<file path="src/rtl/demux12_stream.sv">
// Packet-aware 1-to-2 stream demultiplexer with a small FIFO per output channel.
// Define DEMUX12_STATS_EN to add per-channel pop counters (out1_cnt, out2_cnt).
module demux12_stream #(
    parameter int WIDTH = 8,
    parameter int DEPTH = 2,
    parameter int CNT_W = 16
) (
    input  logic             clk,
    input  logic             rstb,
    input  logic [WIDTH-1:0] in_data,
    input  logic             in_valid,
    input  logic             in_last,
    output logic             in_ready,
    input  logic             s,
    output logic [WIDTH-1:0] out1_data,
    output logic             out1_last,
    output logic             out1_valid,
    input  logic             out1_ready,
    output logic [WIDTH-1:0] out2_data,
    output logic             out2_last,
    output logic             out2_valid,
    input  logic             out2_ready
`ifdef DEMUX12_STATS_EN
    ,
    output logic [CNT_W-1:0] out1_cnt,
    output logic [CNT_W-1:0] out2_cnt
`endif
);

    // state | meaning
    // IDLE  | between packets; route follows s
    // PKT   | mid-packet; route held in lock_sel until the last beat
    typedef enum logic {IDLE, PKT} state_t;

    localparam int AW = $clog2(DEPTH);
    localparam logic [AW:0] PTR_ONE = {{AW{1'b0}}, 1'b1};

    state_t         state;
    logic           lock_sel;
    logic           route_sel;
    logic           accept;
    logic [AW:0]    wptr [2];
    logic [AW:0]    rptr [2];
    logic [WIDTH:0] mem  [2][DEPTH];
    logic [WIDTH:0] head [2];
    logic [1:0]     full;
    logic [1:0]     empty;
    logic [1:0]     push;
    logic [1:0]     pop;

    always_comb begin
        route_sel = (state == IDLE) ? s : lock_sel;
        for (int c = 0; c < 2; c++) begin
            empty[c] = (wptr[c] == rptr[c]);
            full[c]  = (wptr[c][AW] != rptr[c][AW]) &&
                       (wptr[c][AW-1:0] == rptr[c][AW-1:0]);
            head[c]  = empty[c] ? '0 : mem[c][rptr[c][AW-1:0]];
        end
    end

    // Ready looks at full only, so a pop never frees space for a push in the same cycle.
    assign in_ready = rstb & ~full[route_sel];
    assign accept   = in_valid & in_ready;
    assign push     = {accept & route_sel, accept & ~route_sel};
    assign pop      = ~empty & {out2_ready, out1_ready};

    always_ff @(posedge clk or negedge rstb) begin
        if (!rstb) begin
            state    <= IDLE;
            lock_sel <= 1'b0;
        end else if (accept) begin
            if (state == IDLE && !in_last) begin
                state    <= PKT;
                lock_sel <= s;
            end else if (state == PKT && in_last) begin
                state <= IDLE;
            end
        end
    end

    always_ff @(posedge clk or negedge rstb) begin
        if (!rstb) begin
            for (int c = 0; c < 2; c++) begin
                wptr[c] <= '0;
                rptr[c] <= '0;
            end
        end else begin
            for (int c = 0; c < 2; c++) begin
                if (push[c]) wptr[c] <= wptr[c] + PTR_ONE;
                if (pop[c])  rptr[c] <= rptr[c] + PTR_ONE;
            end
        end
    end

    // Storage needs no reset: head is masked to zero while a FIFO is empty.
    always_ff @(posedge clk) begin
        for (int c = 0; c < 2; c++) begin
            if (push[c]) mem[c][wptr[c][AW-1:0]] <= {in_last, in_data};
        end
    end

    assign out1_data  = head[0][WIDTH-1:0];
    assign out1_last  = head[0][WIDTH];
    assign out1_valid = ~empty[0];
    assign out2_data  = head[1][WIDTH-1:0];
    assign out2_last  = head[1][WIDTH];
    assign out2_valid = ~empty[1];

`ifdef DEMUX12_STATS_EN
    localparam logic [CNT_W-1:0] CNT_ONE = {{(CNT_W-1){1'b0}}, 1'b1};

    always_ff @(posedge clk or negedge rstb) begin
        if (!rstb) begin
            out1_cnt <= '0;
            out2_cnt <= '0;
        end else begin
            if (pop[0]) out1_cnt <= out1_cnt + CNT_ONE;
            if (pop[1]) out2_cnt <= out2_cnt + CNT_ONE;
        end
    end
`endif

endmodule

</file>
<file path="config.mk">
export PLATFORM = sky130hd
export DESIGN_NAME = demux12_stream
export DESIGN_NICKNAME = d
export VERILOG_FILES = /design/src/rtl/demux12_stream.sv
export SDC_FILE = /design/constraint.sdc
export NUM_CORES = 1
export LEC_CHECK = 0
export ABC_AREA = 1
export BUFFER_PORTS_ARGS = -buffer_cell sky130_fd_sc_hd__buf_2
export CAP_MARGIN = 20
export CORE_UTILIZATION = 49
export DETAILED_ROUTE_END_ITERATION = 16
export PLACE_DENSITY = 0.79
export SYNTH_ARGS = -nofsm -noshare
export SYNTH_HDL_FRONTEND = slang
export SYNTH_SLANG_ARGS = --single-unit
</file>
<file path="constraint.sdc">
create_clock -name clk -period 1.6 [get_ports clk]
set_input_delay 0.08 -clock clk [delete_from_list [all_inputs] [get_ports clk]]
set_output_delay 0.08 -clock clk [all_outputs]
set_load 0.01 [all_outputs]
</file>
==> results of run 1 <==
[per-layer routing]
metal	part of all wire, %	vias to the layer above
li1	-	709
met1	43	666
met2	51	37
met3	4.7	10
met4	2.2	0
met5	0	-
[where the power goes]
part | leakage, nW | switching (mW) | internal (mW) | total, mW
Sequential | 0.445 | 0.139 | 1.52 | 1.66
Clock | 0.0426 | 0.349 | 0.300 | 0.649
Combinational | 0.616 | 1.48 | 0.943 | 2.43
Total | 1.10 | 1.97 | 2.76 | 4.73
[flip-flops by register name, indices dropped and copies added, names as in the netlist]
register and flops:
lock_sel 1, mem 36, rptr 4, state 1, wptr 4
[worst max-delay path, cell delays in order, from the launching register on]
cell and delay (ns):
sky130_fd_sc_hd__dfrtp_1 0.43, sky130_fd_sc_hd__inv_2 0.05, sky130_fd_sc_hd__nand2_1 0.08, sky130_fd_sc_hd__nand2_2 0.09, sky130_fd_sc_hd__nand3_2 0.10, sky130_fd_sc_hd__nand2_4 0.06, sky130_fd_sc_hd__nor2_8 0.13, sky130_fd_sc_hd__buf_6 0.14
sky130_fd_sc_hd__buf_6 0.10
[through the flow]
step | util (%) | instances | power, mW
global route | 67.3 | 284 | 5.00
floorplan | - | 181 | 2.92
CTS | 64.4 | 279 | 4.38
global placement | 61.0 | 268 | 3.58
detailed placement | 61.0 | 268 | 3.63
finish | 67.3 | 284 | 4.73
[layout make-up]
cell class | instances | share of cell area, %
inverter | 19 | 3.45
timing repair buffer | 51 | 13.1
multi-input combinational | 111 | 25.1
timing repair inverter | 1 | 0.247
tap | 48 | 2.37
sequential | 46 | 52.5
clock inverter | 2 | 0.345
clock buffer | 6 | 2.86
[what timing repair did]
action,CTS,global route
buffers inserted,2,4
pin swaps,1,2
setup endpoints to repair,27,43
hold buffers,1,0
hold endpoints to repair,10,0
cloned,0,1
gates resized for setup,8,20
[cell families after synthesis]
| logic type | synth area share (%) |
|---|---|
| AOI/OAI and AO/OA | 5.27 |
| xor gates and xnor gates | 1.76 |
| adders and majority gates | 0.627 |
| buffers and inverters | 4.58 |
| DFF | 66.8 |
| and+or+nand+nor | 21.0 |
[how the worst max path moves through the flow]
stage               slack [ns]         end  cells past startpoint  startpoint
floorplan                 0.03  mem[0][27]                      3       state
global placement          0.04  mem[0][14]                      7       state
detailed placement       -0.01  mem[0][12]                      8     rptr[2]
CTS                      0.003   out1_last                      8     wptr[3]
global route             -0.02    in_ready                      7       state
finish                    0.04    in_ready                      8     rptr[2]
[cells in the final DEF (no fill, tap or decap), types with 5 or more instances in the layout]
master	instances
sky130_fd_sc_hd__a21oi_1	12
sky130_fd_sc_hd__a21oi_2	7
sky130_fd_sc_hd__buf_2	34
sky130_fd_sc_hd__buf_4	12
sky130_fd_sc_hd__clkbuf_8	5
sky130_fd_sc_hd__dfrtp_1	10
sky130_fd_sc_hd__edfxtp_1	36
sky130_fd_sc_hd__inv_1	9
sky130_fd_sc_hd__inv_2	7
sky130_fd_sc_hd__nand2_1	56
sky130_fd_sc_hd__nand2_2	5
sky130_fd_sc_hd__nand2_4	5
sky130_fd_sc_hd__nor2_1	5
==> results_dict.tcl, run 1 <==
set metrics [dict create \
    status "completed" \
    floorplan.io_pins 36 \
    relative_slew_slack_pct 85.1 \
    finalSetupViolations 0 \
    synth.avg_cell_area_sq_um 11.0 \
    yosysWarnings 0 \
    met3_layer_usage_reported_by_global_route_pct 3.79 \
    min_delay_path_depth 1 \
    timing.reg2reg.worst_path_depth 8 \
    flip_flop_cell_with_the_highest_count_after_synthesis "sky130_fd_sc_hd__edfxtp_1" \
    static-leakage-power_nw 1.10 \
    final_cell_area_sq_um 2540 \
    core_sq_um 3770 \
    worst_clock_skew_ns 0.00505 \
    hpwl_mm 2.54 \
    worst-r2r-setup-slack_ns 0.05 \
    critical_path_required_ns 1.52 \
    power.density_cell_area_nw_per_um2 1870 \
    dp_worst_setup_slack_ns -0.0136 \
    final.min_clock_period_ns 1.56 \
    viasPerCell 5.01 \
    ys_ff_latch 46 \
    grt_max_degree 14 \
    multiInputGateArea_sq_um 638 \
    initial_utilization_pct 52.9 \
    crit-reg2reg-launch "rptr[2]" \
    grt_use_met2_pct 29.5 \
    tns_ns 0 \
    fp.dieArea_sq_um 4330 \
    antenna_found_initial 0 \
    cts.reportedPaths.clkPinSlew_ns 0.08 \
    chipHeight_um 65.8 \
    routed_wirelength_mm 3.93 \
    postLayoutSetupSlackWorst_ns 0.0408 \
    dr.pass1.iters 4 \
    hold_path_end "mem[0][2]" \
    timing.fmax_mhz 641 \
    grt_setup_unrepaired "yes" \
    floorplan.rows 22 \
    synth_seq_area_share_pct 66.8 \
    numCtsBuffers 5 \
    grt.met1_usage_pct 22.3 \
    antenna_cells 0 \
    cells_after_synth 181 \
    number_of_enable_type_register_cells_in_the_synthesized_netlist 36 \
    drt_iter0_drc 65 \
    netlist-cell-type-count 22 \
    r2r_end "mem[0][12]" \
    clkLatencyLatePin_ns 0.29 \
    layout-area-overhead-vs-synth_pct 27.2 \
    worstSetupPathType "flop to output pin" \
    htree_levels 2 \
    worst_setup_path_end_kind "output pin" \
    start_kind "flop" \
    grt_remaining_overflow 0 \
    seqCellArea_sq_um 1330 \
    root_buffer "sky130_fd_sc_hd__clkbuf_8" \
    number_of_global_route_vias_before_repair 1273 \
    final.period_utilization_pct 97.5 \
    post-route-drc-count 0 \
    route.detailed.wl_per_inst_um 13.8 \
    horiz_die_dim_um 65.8 \
    maxCapViolations 0 \
    fin_nets 251 \
    worst-endpoint-arrival_ns 1.48 \
    netlist_area_sq_um 1990 \
    detailed_place.area_sq_um 2300 \
    worst_pin_slew_ns 0.222 \
    num_vias 1422 \
    track_usage_pct 18.5 \
    synth_fp_nets 197 \
    synth.cells.most_frequent "60 x sky130_fd_sc_hd__nand2_1, 36 x sky130_fd_sc_hd__edfxtp_1, 20 x sky130_fd_sc_hd__a21oi_1" \
    clkSinkCount 46 \
    n_fill_cell 268 \
    replace_congestion 0.759 \
    ir_worst_vdd_mv 1.36 \
    final_max_slew_viol_count 0 \
    io_buffers 35 \
    post-synth-top-area-cell "sky130_fd_sc_hd__edfxtp_1" \
    tritoncts "done" \
    clk_path_buf_depth 2 \
    share_of_synthesized_flip_flops_with_an_asynchronous_set_or_reset_pct 21.7 \
    worstHoldStart "in_data[2]" \
    post_route_cells_drive_above_1_share_pct 39.4 \
    finalHoldViolCount 0 \
    top_post_synthesis_cells_by_area "sky130_fd_sc_hd__edfxtp_1 54%, sky130_fd_sc_hd__dfrtp_1 13%, sky130_fd_sc_hd__nand2_1 11%, sky130_fd_sc_hd__a21oi_1 5.0%, sky130_fd_sc_hd__inv_1 2.4%" \
    crit_path_max_fanout 6 \
    ant_nets 0 \
    netlist.area_leader.share_pct 54.2 \
    hold-worst-slack_ns 0.0178 \
    global_route.peak_usage_layer "met2" \
    global_route_wire_length_before_repair_mm 5.63 \
    worstHoldPathType "input port to flop" \
    most_repeated_cell_in_the_gate_level_netlist_after_synthesis "sky130_fd_sc_hd__nand2_1" \
]
No activity file was read; power rests on OpenSTA's default activity.
==> run 2, diff against run 1 <==
- CORE_UTILIZATION: 49 -> 37
- PLACE_DENSITY: 0.79 -> 0.64
==> run 2 against run 1 <==
Critical path depth unchanged. Sequential power is essentially flat. Sequential cell count is the same. Die area increased by 31%. Global-route usage shrank 3.7 points. Critical path type unchanged.
==> results_dict.tcl, run 2 (synthesis gave the netlist of run 1 again) <==
set metrics [dict create \
    fp.dieArea_sq_um 5690 \
    crit-reg2reg-launch "state" \
    num_vias 1406 \
    clkLatencyLatePin_ns 0.29 \
    ant_nets 0 \
    crit_path_max_fanout 6 \
    global_route.peak_usage_layer "met2" \
    numCtsBuffers 5 \
    cts.reportedPaths.clkPinSlew_ns 0.08 \
    worst_pin_slew_ns 0.181 \
    root_buffer "sky130_fd_sc_hd__clkbuf_8" \
    maxCapViolations 0 \
    timing.reg2reg.worst_path_depth 5 \
    finalHoldViolCount 0 \
    grt_setup_unrepaired "yes" \
    htree_levels 2 \
    postLayoutSetupSlackWorst_ns 0.0821 \
    dp_worst_setup_slack_ns 0.104 \
    worst_setup_path_end_kind "output pin" \
    floorplan.rows 26 \
    clk_path_buf_depth 2 \
    largest_register_ff_count 36 \
    worstHoldStart "in_data[6]" \
    netSwitchingPower_mw 1.99 \
    n_fill_cell 469 \
    timing.fmax_mhz 659 \
    antenna_cells 0 \
    hpwl_mm 2.68 \
    grt_remaining_overflow 0 \
    utilization_pct 51.1 \
    mostFrequentLayoutCells "57 x sky130_fd_sc_hd__nand2_1, 36 x sky130_fd_sc_hd__edfxtp_1, 34 x sky130_fd_sc_hd__buf_2" \
    final_max_slew_viol_count 0 \
    route.detailed.wl_per_inst_um 12.7 \
    antenna_found_initial 0 \
    horiz_die_dim_um 75.4 \
    power.density_cell_area_nw_per_um2 1850 \
    portion_of_total_power_attributed_to_combinational_logic_pct 52.6 \
    floorplan.io_pins 36 \
    clkSinkCount 46 \
    grt.met1_usage_pct 20.1 \
    routed_wirelength_mm 3.98 \
    io_buffers 35 \
    static-leakage-power_nw 1.16 \
    post-route-drc-count 0 \
    fin_nets 258 \
    dr.pass1.iters 4 \
    hold-worst-slack_ns 0.0198 \
    chipHeight_um 75.4 \
    relative_slew_slack_pct 87.9 \
    worst_clock_skew_ns 0.00272 \
    global_route_wire_length_before_repair_mm 5.95 \
    intPower_mw 2.87 \
    min_delay_path_depth 1 \
    fin_total_pwr_mw 4.86 \
    hold_path_end "mem[0][6]" \
    status "completed" \
    post_route_cells_drive_above_1_share_pct 42.0 \
    initial_utilization_pct 38.8 \
    final.period_utilization_pct 94.9 \
    r2r_end "mem[0][34]" \
    viasPerCell 4.49 \
    mostFrequentLayoutCell "sky130_fd_sc_hd__nand2_1" \
    final.min_clock_period_ns 1.52 \
    ir_worst_vdd_mv 0.770 \
    power.share.clock_pct 13.6 \
    power.sequential.fraction_pct 33.8 \
    worstHoldPathType "input port to flop" \
    track_usage_pct 14.8 \
    finalSetupViolations 0 \
    core_sq_um 5140 \
    power_switching_share_pct 41.0 \
    grt_max_degree 15 \
    grt_use_met2_pct 23.6 \
    start_kind "flop" \
    critical_path_required_ns 1.52 \
    drt_iter0_drc 60 \
    tns_ns 0 \
    met3_layer_usage_reported_by_global_route_pct 2.38 \
    tritoncts "done" \
    worst-endpoint-arrival_ns 1.44 \
    layout-area-overhead-vs-synth_pct 31.8 \
    worst-r2r-setup-slack_ns 0.11 \
    replace_congestion 0.796 \
    number_of_global_route_vias_before_repair 1307 \
    worstSetupPathType "flop to output pin" \
]
==> run 2: area by class of cell <==
class	count	area (sq um)	area share, %
clock buffers	5	68.8	2.62
inverters	19	83.8	3.19
clock inverters	3	16.3	0.619
multi-input cells	111	638	24.3
repair buffers	57	390	14.9
well taps	70	87.6	3.33
repair inverters	2	12.5	0.476
flip-flops and latches	46	1330	50.6
==> run 2: per-stage QoR <==
stage / instances / area (sq um)
5_1_grt: 313 / 2630
2_1_floorplan: 181 / 1990
3_3_place_gp: 292 / 2360
3_5_place_dp: 292 / 2360
4_1_cts: 304 / 2490
6_report: 313 / 2630
==> run 2: how the worst max path moves through the flow <==
stage	startpoint	end
CTS	wptr[1]	in_ready
global route	wptr[2]	in_ready
global placement	state	mem[0][14]
detailed placement	state	mem[0][10]
finish	wptr[0]	in_ready
floorplan	state	mem[0][27]
==> run 2: power by group through the flow <==
| stage | sequential (mW) | combinational [mW] | clock (mW) |
|---|---|---|---|
| 2_1_floorplan | 1.65 | 1.27 | 0 |
| 3_3_place_gp | 1.67 | 1.99 | 0 |
| 3_5_place_dp | 1.68 | 2.02 | 0 |
| 4_1_cts | 1.65 | 2.15 | 0.682 |
| 5_1_grt | 1.67 | 2.85 | 0.739 |
| 6_report | 1.65 | 2.56 | 0.661 |
==> run 2: timing repair <==
item / CTS / global route
pin swaps: 1 / 6
setup buffers: 3 / 7
resized for setup: 6 / 24
endpoints found under the setup margin: 19 / 37
endpoints found under the hold margin: 10 / 0
gates cloned: 0 / 2
hold buffers: 1 / 0
==> run 2: critical path: stages (launching register included) <==
cell	delay [ns]
sky130_fd_sc_hd__dfrtp_1	0.41
sky130_fd_sc_hd__inv_2	0.07
sky130_fd_sc_hd__nand2_1	0.05
sky130_fd_sc_hd__nand2_2	0.11
sky130_fd_sc_hd__nand2_4	0.07
sky130_fd_sc_hd__nor2_4	0.14
sky130_fd_sc_hd__nor2_8	0.06
sky130_fd_sc_hd__buf_6	0.13
sky130_fd_sc_hd__buf_6	0.11
==> run 2: routing by layer <==
metal,wire (um),vias to the layer above,part of all wire (%)
met2,1870,33,47
met3,137,5,3.4
met5,0,-,0
met1,1900,647,48
li1,-,721,-
met4,69,0,1.7
==> run 3, diff against run 2 <==
- CORE_UTILIZATION: 37 -> 46
- PLACE_DENSITY: 0.64 -> 0.75
==> run 3 against run 2 <==
Hold slack lost 0.013 ns. Clock skew grew 0.0026 ns. First-iteration DRC count shrank 6.7%. Final area shrank 4.0%. Critical path type unchanged. Largest cell class unchanged.
==> results_dict.tcl, run 3 (synthesis gave the netlist of run 1 again) <==
set metrics [dict create \
    final.min_clock_period_ns 1.54 \
    worst_setup_path_end_kind "output pin" \
    portion_of_total_power_attributed_to_combinational_logic_pct 50.7 \
    track_usage_pct 17.3 \
    floorplan.io_pins 36 \
    mostFrequentLayoutCells "55 x sky130_fd_sc_hd__nand2_1, 36 x sky130_fd_sc_hd__edfxtp_1, 34 x sky130_fd_sc_hd__buf_2" \
    tns_ns 0 \
    largest_register_ff_count 36 \
    clkLatencyLatePin_ns 0.29 \
    timing.reg2reg.worst_path_depth 8 \
    hold-worst-slack_ns 0.00707 \
    initial_utilization_pct 48.8 \
    path_cells "inv_2, nand2_2, nand2_4, nand3_4, nand2_4, nor2_8, buf_6, buf_6" \
    worstHoldStart "in_data[4]" \
    power.density_cell_area_nw_per_um2 1850 \
    route.detailed.wl_per_inst_um 13.1 \
    htree_levels 2 \
    detailed_place.area_sq_um 2280 \
    post-route-drc-count 0 \
    worstHoldPathType "input port to flop" \
    finalSetupViolations 0 \
    fin_total_pwr_mw 4.67 \
    ant_nets 0 \
    final.period_utilization_pct 96.2 \
    finalHoldViolCount 0 \
    final_cell_area_sq_um 2520 \
    final_max_slew_viol_count 0 \
    min_delay_path_depth 1 \
    worst-r2r-setup-slack_ns 0.07 \
    global_route_wire_length_before_repair_mm 5.49 \
    crit_path_max_fanout 5 \
    number_of_global_route_vias_before_repair 1164 \
    antenna_cells 0 \
    fp.dieArea_sq_um 4600 \
    postLayoutSetupSlackWorst_ns 0.0613 \
    timing.fmax_mhz 650 \
    critical_path_required_ns 1.52 \
    power.sequential.fraction_pct 35.5 \
    r2r_end "mem[0][2]" \
    hold_path_end "mem[0][22]" \
    floorplan.rows 23 \
    worst_pin_slew_ns 0.231 \
    clkSinkCount 46 \
    io_buffers 35 \
    timing.critical_path.slowest_stage_cell "sky130_fd_sc_hd__dfrtp_2" \
    root_buffer "sky130_fd_sc_hd__clkbuf_8" \
    replace_congestion 0.756 \
    route.layer.met1.wl_mm 1.64 \
    grt_remaining_overflow 0 \
    routed_wirelength_mm 3.73 \
    worst-endpoint-arrival_ns 1.46 \
    cts.reportedPaths.clkPinSlew_ns 0.08 \
    grt_setup_unrepaired "yes" \
    netSwitchingPower_mw 1.94 \
    cpPeakStageDelay_ns 0.45 \
    clk_path_buf_depth 2 \
    power.share.clock_pct 13.8 \
    wl_met3_um 192 \
    fin_nets 250 \
    viasPerCell 4.89 \
    wl_met2_mm 1.88 \
    post_route_cells_drive_above_1_share_pct 40.6 \
    num_vias 1389 \
    ir_worst_vdd_mv 0.955 \
    mostFrequentLayoutCell "sky130_fd_sc_hd__nand2_1" \
    grt_max_degree 14 \
    power_switching_share_pct 41.6 \
    relative_slew_slack_pct 84.5 \
    tritoncts "done" \
    horiz_die_dim_um 67.8 \
    start_kind "flop" \
    numCtsBuffers 5 \
    intPower_mw 2.73 \
    chipHeight_um 67.8 \
    topRoutingLayerUsed "met4" \
    critical_path.n_buffers_inverters 3 \
    hpwl_mm 2.50 \
    antenna_found_initial 0 \
    worst_clock_skew_ns 0.00532 \
    maxCapViolations 0 \
    worst_path_dominant_cell_family "flip-flops" \
    worstSetupPathType "flop to output pin" \
    drt_iter0_drc 56 \
    crit-reg2reg-launch "state" \
    core_sq_um 4090 \
    status "completed" \
    static-leakage-power_nw 1.09 \
    dr.pass1.iters 4 \
    layout-area-overhead-vs-synth_pct 26.6 \
    dp_worst_setup_slack_ns 0.00707 \
]
[run 3: cell count changes in the layout (fill, tap and decap cells not counted), moves of 2 or more]
cell                         previous run  this run
sky130_fd_sc_hd__nand2_1               57        55
sky130_fd_sc_hd__inv_2                  8         6
sky130_fd_sc_hd__nand2_2                4         6
sky130_fd_sc_hd__clkinv_1               2         0
sky130_fd_sc_hd__a21oi_1               10        12
sky130_fd_sc_hd__buf_4                 17        11
sky130_fd_sc_hd__clkinvlp_4             0         3
sky130_fd_sc_hd__buf_12                 3         1
sky130_fd_sc_hd__clkinv_2               0         2
[run 3: area by class of cell]
type / count / area (sq um)
sequential: 46 / 1330
timing repair inverter: 2 / 13.8
multi-input combinational: 111 / 641
timing repair buffer: 49 / 305
clock buffer: 5 / 68.8
inverter: 19 / 91.3
fill: 336 / 1560
tap: 50 / 62.6
clock inverter: 2 / 10.0
[run 3: timing repair]
item	4_1_cts	5_1_grt
endpoints found under the hold margin	10	0
pin swaps	1	5
setup buffers	1	4
gates resized for setup	7	24
hold buffers	1	0
endpoints found under the setup margin	37	37
cloned	0	2
[run 3: through the flow]
stage	util (%)	instances
final	61.8	284
after detailed placement	55.9	269
after CTS	58.8	278
after global placement	55.9	269
after floorplan	-	181
after global routing	61.8	284
[run 3: how the worst max path moves through the flow]
stage | from | endpoint | slack, ns | depth (start not counted)
after floorplan | state | mem[0][27] | 0.03 | 3
after global placement | state | mem[0][12] | 0.04 | 7
after detailed placement | state | mem[0][12] | 0.007 | 7
after CTS | wptr[1] | in_ready | 0.004 | 8
after global routing | state | mem[0][4] | -0.02 | 8
final | state | in_ready | 0.06 | 8
[run 3: metal layers]
layer / up-vias / GRT usage [%]
met5: - / 0
met1: 649 / 23.9
li1: 705 / -
met3: 2 / 5.17
met2: 33 / 26.1
met4: 0 / 5.47
[run 3: power by group through the flow]
stage,sequential (mW),clock [mW],combinational (mW)
after floorplan,1.65,0,1.27
after global placement,1.67,0,1.91
after detailed placement,1.68,0,1.94
after CTS,1.65,0.657,2.02
after global routing,1.69,0.693,2.62
final,1.66,0.644,2.37
